### src/rtl/mem_stage_if.sv
// Data-memory request/acknowledge bus between the memory stage (master) and data memory (slave).
interface mem_stage_if #(
    parameter int unsigned ADDR_W = 10
);
    logic              dmem_req;
    logic              dmem_we;
    logic [ADDR_W-1:0] dmem_addr;
    logic [31:0]       dmem_wdata;
    logic              dmem_ack;
    logic [31:0]       dmem_rdata;

    modport master (
        output dmem_req, dmem_we, dmem_addr, dmem_wdata,
        input  dmem_ack, dmem_rdata
    );

    modport slave (
        input  dmem_req, dmem_we, dmem_addr, dmem_wdata,
        output dmem_ack, dmem_rdata
    );
endinterface

### src/rtl/mem_stage.sv
// MEM stage of the 5-stage pipeline: EX/MEM register, word load/store over a req/ack bus,
// branch resolution and MEM/WB result pulse, with a bounded wait on the data memory.
module mem_stage #(
    parameter int unsigned ADDR_W  = 10,
    parameter int unsigned TIMEOUT = 16
) (
    input  logic        clk,
    input  logic        rst_n,
    input  logic        ex_valid,
    output logic        ex_ready,
    input  logic        ex_mem_read,
    input  logic        ex_mem_write,
    input  logic        ex_mem_to_reg,
    input  logic        ex_reg_write,
    input  logic        ex_branch,
    input  logic        ex_zero,
    input  logic [31:0] ex_pc_branch,
    input  logic [31:0] ex_alu_out,
    input  logic [31:0] ex_rt_val,
    input  logic [4:0]  ex_reg_dst_addr,
    mem_stage_if.master dmem,
    output logic        pc_src,
    output logic [31:0] pc_target,
    output logic        wb_valid,
    output logic        wb_reg_write,
    output logic [4:0]  wb_reg_addr,
    output logic [31:0] wb_data,
    output logic        mem_err
);
    localparam int unsigned CNT_W = (TIMEOUT > 1) ? $clog2(TIMEOUT) : 1;

    typedef enum logic [1:0] {IDLE, ACCESS, RESP} state_t;

    state_t             state, state_nx;
    logic               rst_done;
    logic               accept, ack_seen, timeout_hit;
    logic [CNT_W-1:0]   cnt;

    logic               q_mem_read, q_mem_write, q_mem_to_reg, q_reg_write;
    logic               q_branch, q_zero, q_timeout;
    logic [31:0]        q_pc_branch, q_alu_out, q_rt_val, q_rdata;
    logic [4:0]         q_dst;

    // ex_ready stays low during reset and rises on the first edge after release
    assign ex_ready = (state == IDLE) && rst_done;
    assign accept   = ex_valid && ex_ready;

    always_ff @(posedge clk or negedge rst_n) begin
        if (!rst_n) begin
            state    <= IDLE;
            rst_done <= 1'b0;
        end else begin
            state    <= state_nx;
            rst_done <= 1'b1;
        end
    end

    always_comb begin
        state_nx         = state;
        ack_seen         = 1'b0;
        timeout_hit      = 1'b0;
        dmem.dmem_req    = 1'b0;
        dmem.dmem_we     = 1'b0;
        dmem.dmem_addr   = '0;
        dmem.dmem_wdata  = '0;
        wb_valid         = 1'b0;
        wb_reg_write     = 1'b0;
        wb_reg_addr      = '0;
        wb_data          = '0;
        pc_src           = 1'b0;
        pc_target        = '0;
        case (state)
            IDLE: begin
                if (accept)
                    state_nx = (ex_mem_read || ex_mem_write) ? ACCESS : RESP;
            end
            ACCESS: begin
                dmem.dmem_req   = 1'b1;
                dmem.dmem_we    = q_mem_write;
                dmem.dmem_addr  = q_alu_out[ADDR_W-1:0];
                dmem.dmem_wdata = q_rt_val;
                ack_seen        = dmem.dmem_ack;
                timeout_hit     = !dmem.dmem_ack && (cnt == CNT_W'(TIMEOUT - 1));
                if (ack_seen || timeout_hit)
                    state_nx = RESP;
            end
            RESP: begin
                state_nx     = IDLE;
                wb_valid     = 1'b1;
                wb_reg_addr  = q_dst;
                wb_data      = q_timeout ? '0 : (q_mem_to_reg ? q_rdata : q_alu_out);
                wb_reg_write = q_reg_write && !q_mem_write && (q_dst != '0) && !q_timeout;
                pc_src       = q_branch && q_zero;
                pc_target    = q_pc_branch;
            end
            default: state_nx = IDLE;
        endcase
    end

    always_ff @(posedge clk or negedge rst_n) begin
        if (!rst_n) begin
            q_mem_read   <= 1'b0;
            q_mem_write  <= 1'b0;
            q_mem_to_reg <= 1'b0;
            q_reg_write  <= 1'b0;
            q_branch     <= 1'b0;
            q_zero       <= 1'b0;
            q_timeout    <= 1'b0;
            q_pc_branch  <= '0;
            q_alu_out    <= '0;
            q_rt_val     <= '0;
            q_rdata      <= '0;
            q_dst        <= '0;
            cnt          <= '0;
            mem_err      <= 1'b0;
        end else if (accept) begin
            q_mem_read   <= ex_mem_read;
            q_mem_write  <= ex_mem_write;
            q_mem_to_reg <= ex_mem_to_reg;
            q_reg_write  <= ex_reg_write;
            q_branch     <= ex_branch;
            q_zero       <= ex_zero;
            q_pc_branch  <= ex_pc_branch;
            q_alu_out    <= ex_alu_out;
            q_rt_val     <= ex_rt_val;
            q_dst        <= ex_reg_dst_addr;
            q_timeout    <= 1'b0;
            q_rdata      <= '0;
            cnt          <= '0;
        end else if (state == ACCESS) begin
            if (ack_seen) begin
                if (!q_mem_write)
                    q_rdata <= dmem.dmem_rdata;
            end else if (timeout_hit) begin
                q_timeout <= 1'b1;
                mem_err   <= 1'b1;
            end else begin
                cnt <= cnt + 1'b1;
            end
        end
    end
endmodule

### src/flat_wrapper.sv
// flat-port wrapper written by rule: the top's interface ports become plain ports
module mem_stage_flat 
#(
    parameter int unsigned ADDR_W  = 10,
    parameter int unsigned TIMEOUT = 16
)
  (clk, rst_n, ex_valid, ex_ready, ex_mem_read, ex_mem_write, ex_mem_to_reg, ex_reg_write, ex_branch, ex_zero, ex_pc_branch, ex_alu_out, ex_rt_val, ex_reg_dst_addr, pc_src, pc_target, wb_valid, wb_reg_write, wb_reg_addr, wb_data, mem_err, dmem_dmem_req, dmem_dmem_we, dmem_dmem_addr, dmem_dmem_wdata, dmem_dmem_ack, dmem_dmem_rdata);
  mem_stage_if #(.ADDR_W(ADDR_W)) dmem_i ();
  input  logic clk;
  input  logic rst_n;
  input  logic ex_valid;
  output logic ex_ready;
  input  logic ex_mem_read;
  input  logic ex_mem_write;
  input  logic ex_mem_to_reg;
  input  logic ex_reg_write;
  input  logic ex_branch;
  input  logic ex_zero;
  input  logic [31:0] ex_pc_branch;
  input  logic [31:0] ex_alu_out;
  input  logic [31:0] ex_rt_val;
  input  logic [4:0] ex_reg_dst_addr;
  output logic pc_src;
  output logic [31:0] pc_target;
  output logic wb_valid;
  output logic wb_reg_write;
  output logic [4:0] wb_reg_addr;
  output logic [31:0] wb_data;
  output logic mem_err;
  output wire logic [$bits(dmem_i.dmem_req)-1:0] dmem_dmem_req;
  output wire logic [$bits(dmem_i.dmem_we)-1:0] dmem_dmem_we;
  output wire logic [$bits(dmem_i.dmem_addr)-1:0] dmem_dmem_addr;
  output wire logic [$bits(dmem_i.dmem_wdata)-1:0] dmem_dmem_wdata;
  input wire logic [$bits(dmem_i.dmem_ack)-1:0] dmem_dmem_ack;
  input wire logic [$bits(dmem_i.dmem_rdata)-1:0] dmem_dmem_rdata;
  assign dmem_dmem_req = dmem_i.dmem_req;
  assign dmem_dmem_we = dmem_i.dmem_we;
  assign dmem_dmem_addr = dmem_i.dmem_addr;
  assign dmem_dmem_wdata = dmem_i.dmem_wdata;
  assign dmem_i.dmem_ack = dmem_dmem_ack;
  assign dmem_i.dmem_rdata = dmem_dmem_rdata;
  mem_stage #(.ADDR_W(ADDR_W), .TIMEOUT(TIMEOUT)) u_core (.clk(clk), .rst_n(rst_n), .ex_valid(ex_valid), .ex_ready(ex_ready), .ex_mem_read(ex_mem_read), .ex_mem_write(ex_mem_write), .ex_mem_to_reg(ex_mem_to_reg), .ex_reg_write(ex_reg_write), .ex_branch(ex_branch), .ex_zero(ex_zero), .ex_pc_branch(ex_pc_branch), .ex_alu_out(ex_alu_out), .ex_rt_val(ex_rt_val), .ex_reg_dst_addr(ex_reg_dst_addr), .dmem(dmem_i), .pc_src(pc_src), .pc_target(pc_target), .wb_valid(wb_valid), .wb_reg_write(wb_reg_write), .wb_reg_addr(wb_reg_addr), .wb_data(wb_data), .mem_err(mem_err));
endmodule
### config.mk
export PLATFORM = sky130hd
export DESIGN_NAME = mem_stage_flat
export DESIGN_NICKNAME = d
export VERILOG_FILES = /design/src/rtl/mem_stage_if.sv /design/src/rtl/mem_stage.sv /design/src/flat_wrapper.sv
export SDC_FILE = /design/constraint.sdc
export NUM_CORES = 1
export LEC_CHECK = 0
export CAP_MARGIN = 20
export CORE_MARGIN = 1.5
export CORE_UTILIZATION = 43
export CTS_CLUSTER_DIAMETER = 30
export CTS_CLUSTER_SIZE = 8
export DETAILED_ROUTE_END_ITERATION = 8
export PLACE_DENSITY = 0.88
export SETUP_SLACK_MARGIN = 0.05
export SLEW_MARGIN = 15
export SYNTH_ARGS = -nofsm -noshare
export SYNTH_HDL_FRONTEND = slang
export SYNTH_SLANG_ARGS = --single-unit
### constraint.sdc
create_clock -name clk -period 2.1 [get_ports clk]
set_clock_uncertainty 0.2 [all_clocks]
set_input_delay 0.42 -clock clk [delete_from_list [all_inputs] [get_ports clk]]
set_output_delay 0.42 -clock clk [all_outputs]
set_load 0.1 [all_outputs]
==> results of run 1 <==
==> power by group through the flow <==
stage | combinational, uW | clock, uW | sequential [uW]
after floorplan | 3630 | 0 | 4000
after CTS | 5980 | 3230 | 4190
after global routing | 6460 | 3340 | 4320
final | 6150 | 3200 | 4240
after detailed placement | 5590 | 0 | 4200
after global placement | 5460 | 0 | 4140
==> what timing repair did <==
| action | CTS | global route |
|---|---|---|
| endpoints found under the hold margin | 41 | 0 |
| setup endpoints to repair | 117 | 117 |
| gates cloned | 4 | 1 |
| hold buffers | 1 | 0 |
| pin swaps | 6 | 10 |
| resized for setup | 29 | 25 |
| buffers inserted | 5 | 9 |
==> synth_stat cells, drive strengths merged (2+ instances only) <==
cell type / instances / area, sq um
dfrtp: 147 / 3679
a21oi: 36 / 183.9
and3: 2 / 12.51
mux2i: 34 / 340.3
nand4bb: 2 / 22.52
clkbuf: 18 / 67.56
nand3: 4 / 20.02
buf: 36 / 173.9
nand2: 384 / 1441
and2: 80 / 500.5
nor2: 35 / 131.4
o21ai: 2 / 10.01
nor3b: 2 / 15.01
==> area by class of cell <==
| cell class | count | share of cell area |
|---|---|---|
| antenna | 1 | 0.0002032 |
| clock buffer | 19 | 0.03678 |
| clock inverter | 11 | 0.01301 |
| multi-input combinational | 596 | 0.2698 |
| tap | 188 | 0.01910 |
| sequential | 147 | 0.2988 |
| timing repair buffer | 307 | 0.3623 |
==> kinds of logic after synthesis <==
family	after synthesis
buffers and inverters	54
muxes	34
DFF	147
other	1
AOI/OAI and AO/OA	41
adders and majority gates	1
and+or+nand+nor	519
==> layout by cell type (no fill, tap or decap), drive strengths merged, types with 2 or more instances in the layout <==
cell type and count:
nor2 35, clkbuf 20, and2 80, nand4bb 2
mux2i 34, and3 2, dfrtp 147, o21ai 2
nand3 4, a21oi 36, clkinv 5, bufinv 4
nand2 384, buf 163, nor3b 2, clkinvlp 2
clkdlybuf4s50 141
==> layer usage <==
metal / vias to the layer above / track usage / part of all wire
li1: 3020 / - / -
met1: 3211 / 0.3323 / 0.37
met2: 307 / 0.4899 / 0.52
met3: 62 / 0.06678 / 0.071
met4: 0 / 0.1381 / 0.040
met5: - / 0 / 0
==> final timing paths <==
kind | endpoint | slack (ps) | depth (start not counted)
worst max-delay path | pc_src | -280 | 5
worst min-delay path | u_core.q_pc_branch[6]$_DFFE_PN0P_ | 270 | 2
worst max register to register | u_core.q_alu_out[10]$_DFFE_PN0P_ | 200 | 7
worst min register to register | u_core.q_pc_branch[6]$_DFFE_PN0P_ | 270 | 2
max in group asynchronous | u_core.q_dst[2]$_DFFE_PN0P_ | 740 | 3
min in group asynchronous | u_core.q_alu_out[11]$_DFFE_PN0P_ | 350 | 2
==> per-stage QoR <==
stage / power [uW] / util / cell area (sq um)
finish: 13590 / 0.8100 / 12310
global route: 14120 / 0.8100 / 12310
CTS: 13400 / 0.7991 / 12150
floorplan: 7629 / - / 7063
detailed placement: 9786 / 0.7381 / 11220
global placement: 9597 / 0.7381 / 11220
==> worst max-delay path: stages (launching register included) <==
cell     delay, ps
dfrtp_1        380
and2b_2        240
buf_4          170
buf_12         160
and3_2         210
buf_12         180
==> flow_metrics.py, run 1 <==
metrics = {
    "run_status": {
        "status": "finished, violations left",
        "violations": "setup timing",
    },
    "sta": {
        "setup_tns_ps": -27850,
        "rsz0062_at_grt": "yes",
        "fmax_ghz": 0.4195,
        "fin_crit_ps": 2384,
        "hold_viol_final": 0,
        "period_share": 1.135,
        "worst_slack_ps": -284.0,
        "slew_violations": 0,
        "setup-violations-final": 117,
        "hold-worst-slack_ps": 265.9,
    },
    "floorplan": {
        "die_h_microns": 128.0,
        "core_area_sq_um": 15200,
        "io_pins": 261,
        "die_area_sq_um": 16380,
        "row_count": 45,
        "die_x_microns": 128.0,
        "start_util": 0.4418,
    },
    "drt": {
        "first_pass_iters": 5,
        "ant_nets": 0,
        "drc_errors": 0,
        "wirelength_microns": 23250,
        "via_per_inst": 5.201,
        "vias": 6600,
        "wl_per_cell_microns": 18.32,
        "drtIter0Drc": 556,
    },
    "clocking": {
        "h-tree-depth": 4,
        "insertion_delay_ps": 420,
        "clk_path_buf_depth": 2,
        "cts_made_buffers": 17,
        "cts_tree": "yes",
        "clkSinkCount": 147,
        "clk_transition_reported_paths_ps": 60,
        "cts_root_buffer": "clkbuf_16",
    },
    "setup_path": {
        "cp-end-kind": "output pin",
        "cp.arrival_ps": 1760,
        "setup.worst_path.start": "u_core.state[0]$_DFFE_PN0P_",
        "startpoint_type": "flop",
        "critical_path_class": "reg -> out",
        "worstPathRequired_ps": 1480,
        "path_max_fanout": 20,
        "r2r-start": "u_core.state[0]$_DFFE_PN0P_",
    },
    "synthesis": {
        "synth_top_family_by_area": "simple AND/OR/NAND/NOR gates",
        "syn_inst": 797,
        "synth_cell_types": 31,
        "synth-seq-cells": 147,
        "synth_ff_type": "dfrtp_1",
        "async_flop_share": 1.000,
        "synth_fp_nets": 941,
        "synthAdderAreaFrac": 0.001863,
        "yosys.area_share.simple": 0.3312,
        "seq_area_frac_synth": 0.5477,
        "synth_edf_count": 0,
        "netlist_area_sq_um": 6716,
        "synth_area_per_cell_sq_um": 8.427,
        "yosysWarnings": 0,
        "synth-xor-area-share": 0,
        "muxShareOfSynthArea": 0.05067,
        "synth_compound_area_frac": 0.03204,
    },
    "power": {
        "switchingPower_uw": 5417,
        "p_clk_frac": 0.235,
        "p_sw_frac": 0.3987,
        "comb_power_share": 0.453,
        "powerDensity_nw_per_um2": 1103,
        "ir_drop_mv": 0.6992,
        "power.leakage_uw": 0.005683,
        "pwr-share-seq": 0.312,
        "p_int_uw": 8171,
    },
    "grt": {
        "gr-total-overflow": 0,
        "grt_pass1_wl_microns": 35530,
        "grt_max_degree": 62,
        "gr-usage-all-layers": 0.2835,
        "antenna_found_initial": 1,
        "grt_pass1_vias": 6654,
    },
    "layout": {
        "drive_above_1_share": 0.3056,
        "multi_input_area_sq_um": 3322,
        "finalNonFillerCells": 1269,
        "final_nets": 1213,
        "area_delta_synth_final_pct": 83.35,
        "nFillCells": 824,
        "final-seq-area_sq_um": 3680,
    },
    "placed_design": {
        "place.gp.congestion": 0.7952,
        "dp.final_hpwl_microns": 14890,
        "pre_cts_slack_ps": 31.19,
        "dp.cells": 1218,
        "port_buffers": 260,
    },
    "min_path": {
        "worstHoldStart": "u_core.q_pc_branch[6]$_DFFE_PN0P_",
        "hp-class": "reg -> reg",
    },
    "run": {
        "drv_cap": 0,
    },
}
No activity file was read; power rests on OpenSTA's default activity.
==> run 2: changes to the inputs <==
- CORE_ASPECT_RATIO: not set -> 1.4
- CORE_UTILIZATION: 43 -> 34
- PLACE_DENSITY: 0.88 -> 0.74
==> flow_metrics.py, run 2 (synthesis results as in run 1) <==
metrics = {
    "run_status": {
        "status": "finished, violations left",
        "violations": "setup timing",
    },
    "setup_path": {
        "cp.arrival_ps": 1770,
        "cp-end-kind": "output pin",
        "path_max_fanout": 11,
        "worstPathRequired_ps": 1480,
        "setup.worst_path.end": "wb_data[14]",
        "reg2reg_depth": 5,
        "critical_path_class": "reg -> out",
        "startpoint_type": "flop",
        "r2r-start": "u_core.state[1]$_DFFE_PN0P_",
        "reg2reg_to": "u_core.cnt[3]$_DFFE_PN0P_",
        "reg2reg_slack_ps": 220,
        "setup.worst_path.start": "u_core.state[0]$_DFFE_PN0P_",
    },
    "power": {
        "p_clk_frac": 0.235,
        "comb_power_share": 0.449,
        "switchingPower_uw": 5257,
        "pwr-share-seq": 0.317,
        "p_int_uw": 7731,
        "power.leakage_uw": 0.005583,
        "powerDensity_nw_per_um2": 1068,
        "ir_drop_mv": 0.5508,
        "p_sw_frac": 0.4048,
    },
    "layout": {
        "nFillCells": 1501,
        "layout_commonest_cell": "nand2_1",
        "final_cell_mix": "384 x nand2_1, 146 x dfrtp_1, 141 x clkdlybuf4s50_1",
        "drive_above_1_share": 0.2909,
        "final_nets": 1200,
        "area_delta_synth_final_pct": 81.13,
        "antenna_cells": 0,
        "finalNonFillerCells": 1317,
    },
    "clocking": {
        "cts_tree": "yes",
        "cts_root_buffer": "clkbuf_16",
        "clkSinkCount": 147,
        "insertion_delay_ps": 420,
        "clk_path_buf_depth": 2,
        "clk_transition_reported_paths_ps": 60,
        "h-tree-depth": 4,
        "cts_made_buffers": 17,
    },
    "drt": {
        "drtIter0Drc": 297,
        "first_pass_iters": 5,
        "ant_nets": 0,
        "wl_per_cell_microns": 15.91,
        "vias": 6175,
        "via_per_inst": 4.689,
        "wirelength_microns": 20950,
        "drc_errors": 0,
    },
    "floorplan": {
        "io_pins": 261,
        "core_area_sq_um": 19290,
        "die_x_microns": 121.8,
        "row_count": 60,
        "die_area_sq_um": 20620,
        "die_h_microns": 169.3,
        "start_util": 0.3481,
    },
    "sta": {
        "worst_slack_ps": -286.8,
        "rsz0062_at_grt": "yes",
        "fin_crit_ps": 2387,
        "hold_viol_final": 0,
        "period_share": 1.137,
        "fmax_ghz": 0.4190,
        "slew_violations": 0,
        "setup_tns_ps": -27230,
        "setup-violations-final": 117,
    },
    "grt": {
        "grt_pass1_vias": 6382,
        "grt_max_degree": 51,
        "gr-usage-all-layers": 0.2030,
        "grt_pass1_wl_microns": 32480,
        "antenna_found_initial": 0,
        "gr-total-overflow": 0,
    },
    "min_path": {
        "hp-class": "reg -> reg",
        "hold_depth": 2,
    },
    "placed_design": {
        "dp.final_hpwl_microns": 14070,
        "place.gp.congestion": 0.8123,
        "port_buffers": 260,
        "dp.cells": 1272,
    },
    "run": {
        "drv_cap": 0,
    },
}
[run 2: cell types whose count changed in the layout (fill, tap and decap cells not counted), moves of 5 or more]
cell | before | now
and2_4 | 41 | 46
mux2i_1 | 24 | 34
mux2i_2 | 6 | 0
buf_4 | 20 | 13
and2_2 | 39 | 34
[run 2: through the flow]
step           total power (uW)  utilization  area [sq um]  hold slack, ps  setup WS [ps]
6_report                  12990       0.6305         12170           262.9         -286.8
4_1_cts                   12870       0.6182         11930           269.6         -297.4
3_5_place_dp               9702       0.5834         11260           162.2          21.84
3_3_place_gp               9588       0.5834         11260           169.0          66.15
5_1_grt                   13650       0.6305         12170           288.8         -332.7
2_1_floorplan              7629            -          7063          -75.59         -456.7
[run 2: worst min-delay path by stage]
stage / to / slack [ps] / start
2_1_floorplan: u_core.cnt[0]$_DFFE_PN0P_ / -80 / rst_n
3_3_place_gp: u_core.q_rt_val[1]$_DFFE_PN0P_ / 170 / rst_n
3_5_place_dp: u_core.q_rt_val[1]$_DFFE_PN0P_ / 160 / rst_n
4_1_cts: u_core.q_rt_val[21]$_DFFE_PN0P_ / 270 / u_core.q_rt_val[21]$_DFFE_PN0P_
5_1_grt: u_core.q_rt_val[11]$_DFFE_PN0P_ / 290 / u_core.q_rt_val[11]$_DFFE_PN0P_
6_report: u_core.q_rt_val[7]$_DFFE_PN0P_ / 260 / u_core.q_rt_val[7]$_DFFE_PN0P_
[run 2: critical path, cell delays in order, from the launching register on]
cell	delay [ps]
dfrtp_1	380
and2b_4	270
nand2b_4	130
clkbuf_16	240
nor2_4	140
buf_12	180
[run 2: final cells by class]
type / instances / area [sq um] / share of cell area
Clock buffer: 18 / 439.2 / 0.03610
Multi-Input combinational cell: 596 / 3274 / 0.2692
Sequential cell: 147 / 3680 / 0.3025
Clock inverter: 14 / 155.1 / 0.01275
Tap cell: 248 / 310.3 / 0.02551
Timing Repair Buffer: 294 / 4307 / 0.3540
[run 2: per-layer routing]
layer  track usage  share of wire
met2        0.3517           0.52
met5             0              0
met4       0.08951          0.032
met3       0.06351          0.066
met1        0.2268           0.38
[run 2: repair_timing]
item / 4_1_cts / 5_1_grt
endpoints found under the hold margin: 37 / 0
gates resized for setup: 12 / 32
pin swaps: 3 / 3
hold buffers: 1 / 0
endpoints found under the setup margin: 117 / 117
gates cloned: 0 / 5
buffers inserted: 2 / 5
[run 2: power groups by stage]
| stage | Sequential (uW) | Combinational (uW) | Clock, uW |
|---|---|---|---|
| after floorplan | 4000 | 3630 | 0 |
| after global placement | 4100 | 5480 | 0 |
| after detailed placement | 4140 | 5560 | 0 |
| after CTS | 4100 | 5650 | 3120 |
| after global routing | 4220 | 6190 | 3240 |
| final | 4110 | 5830 | 3050 |
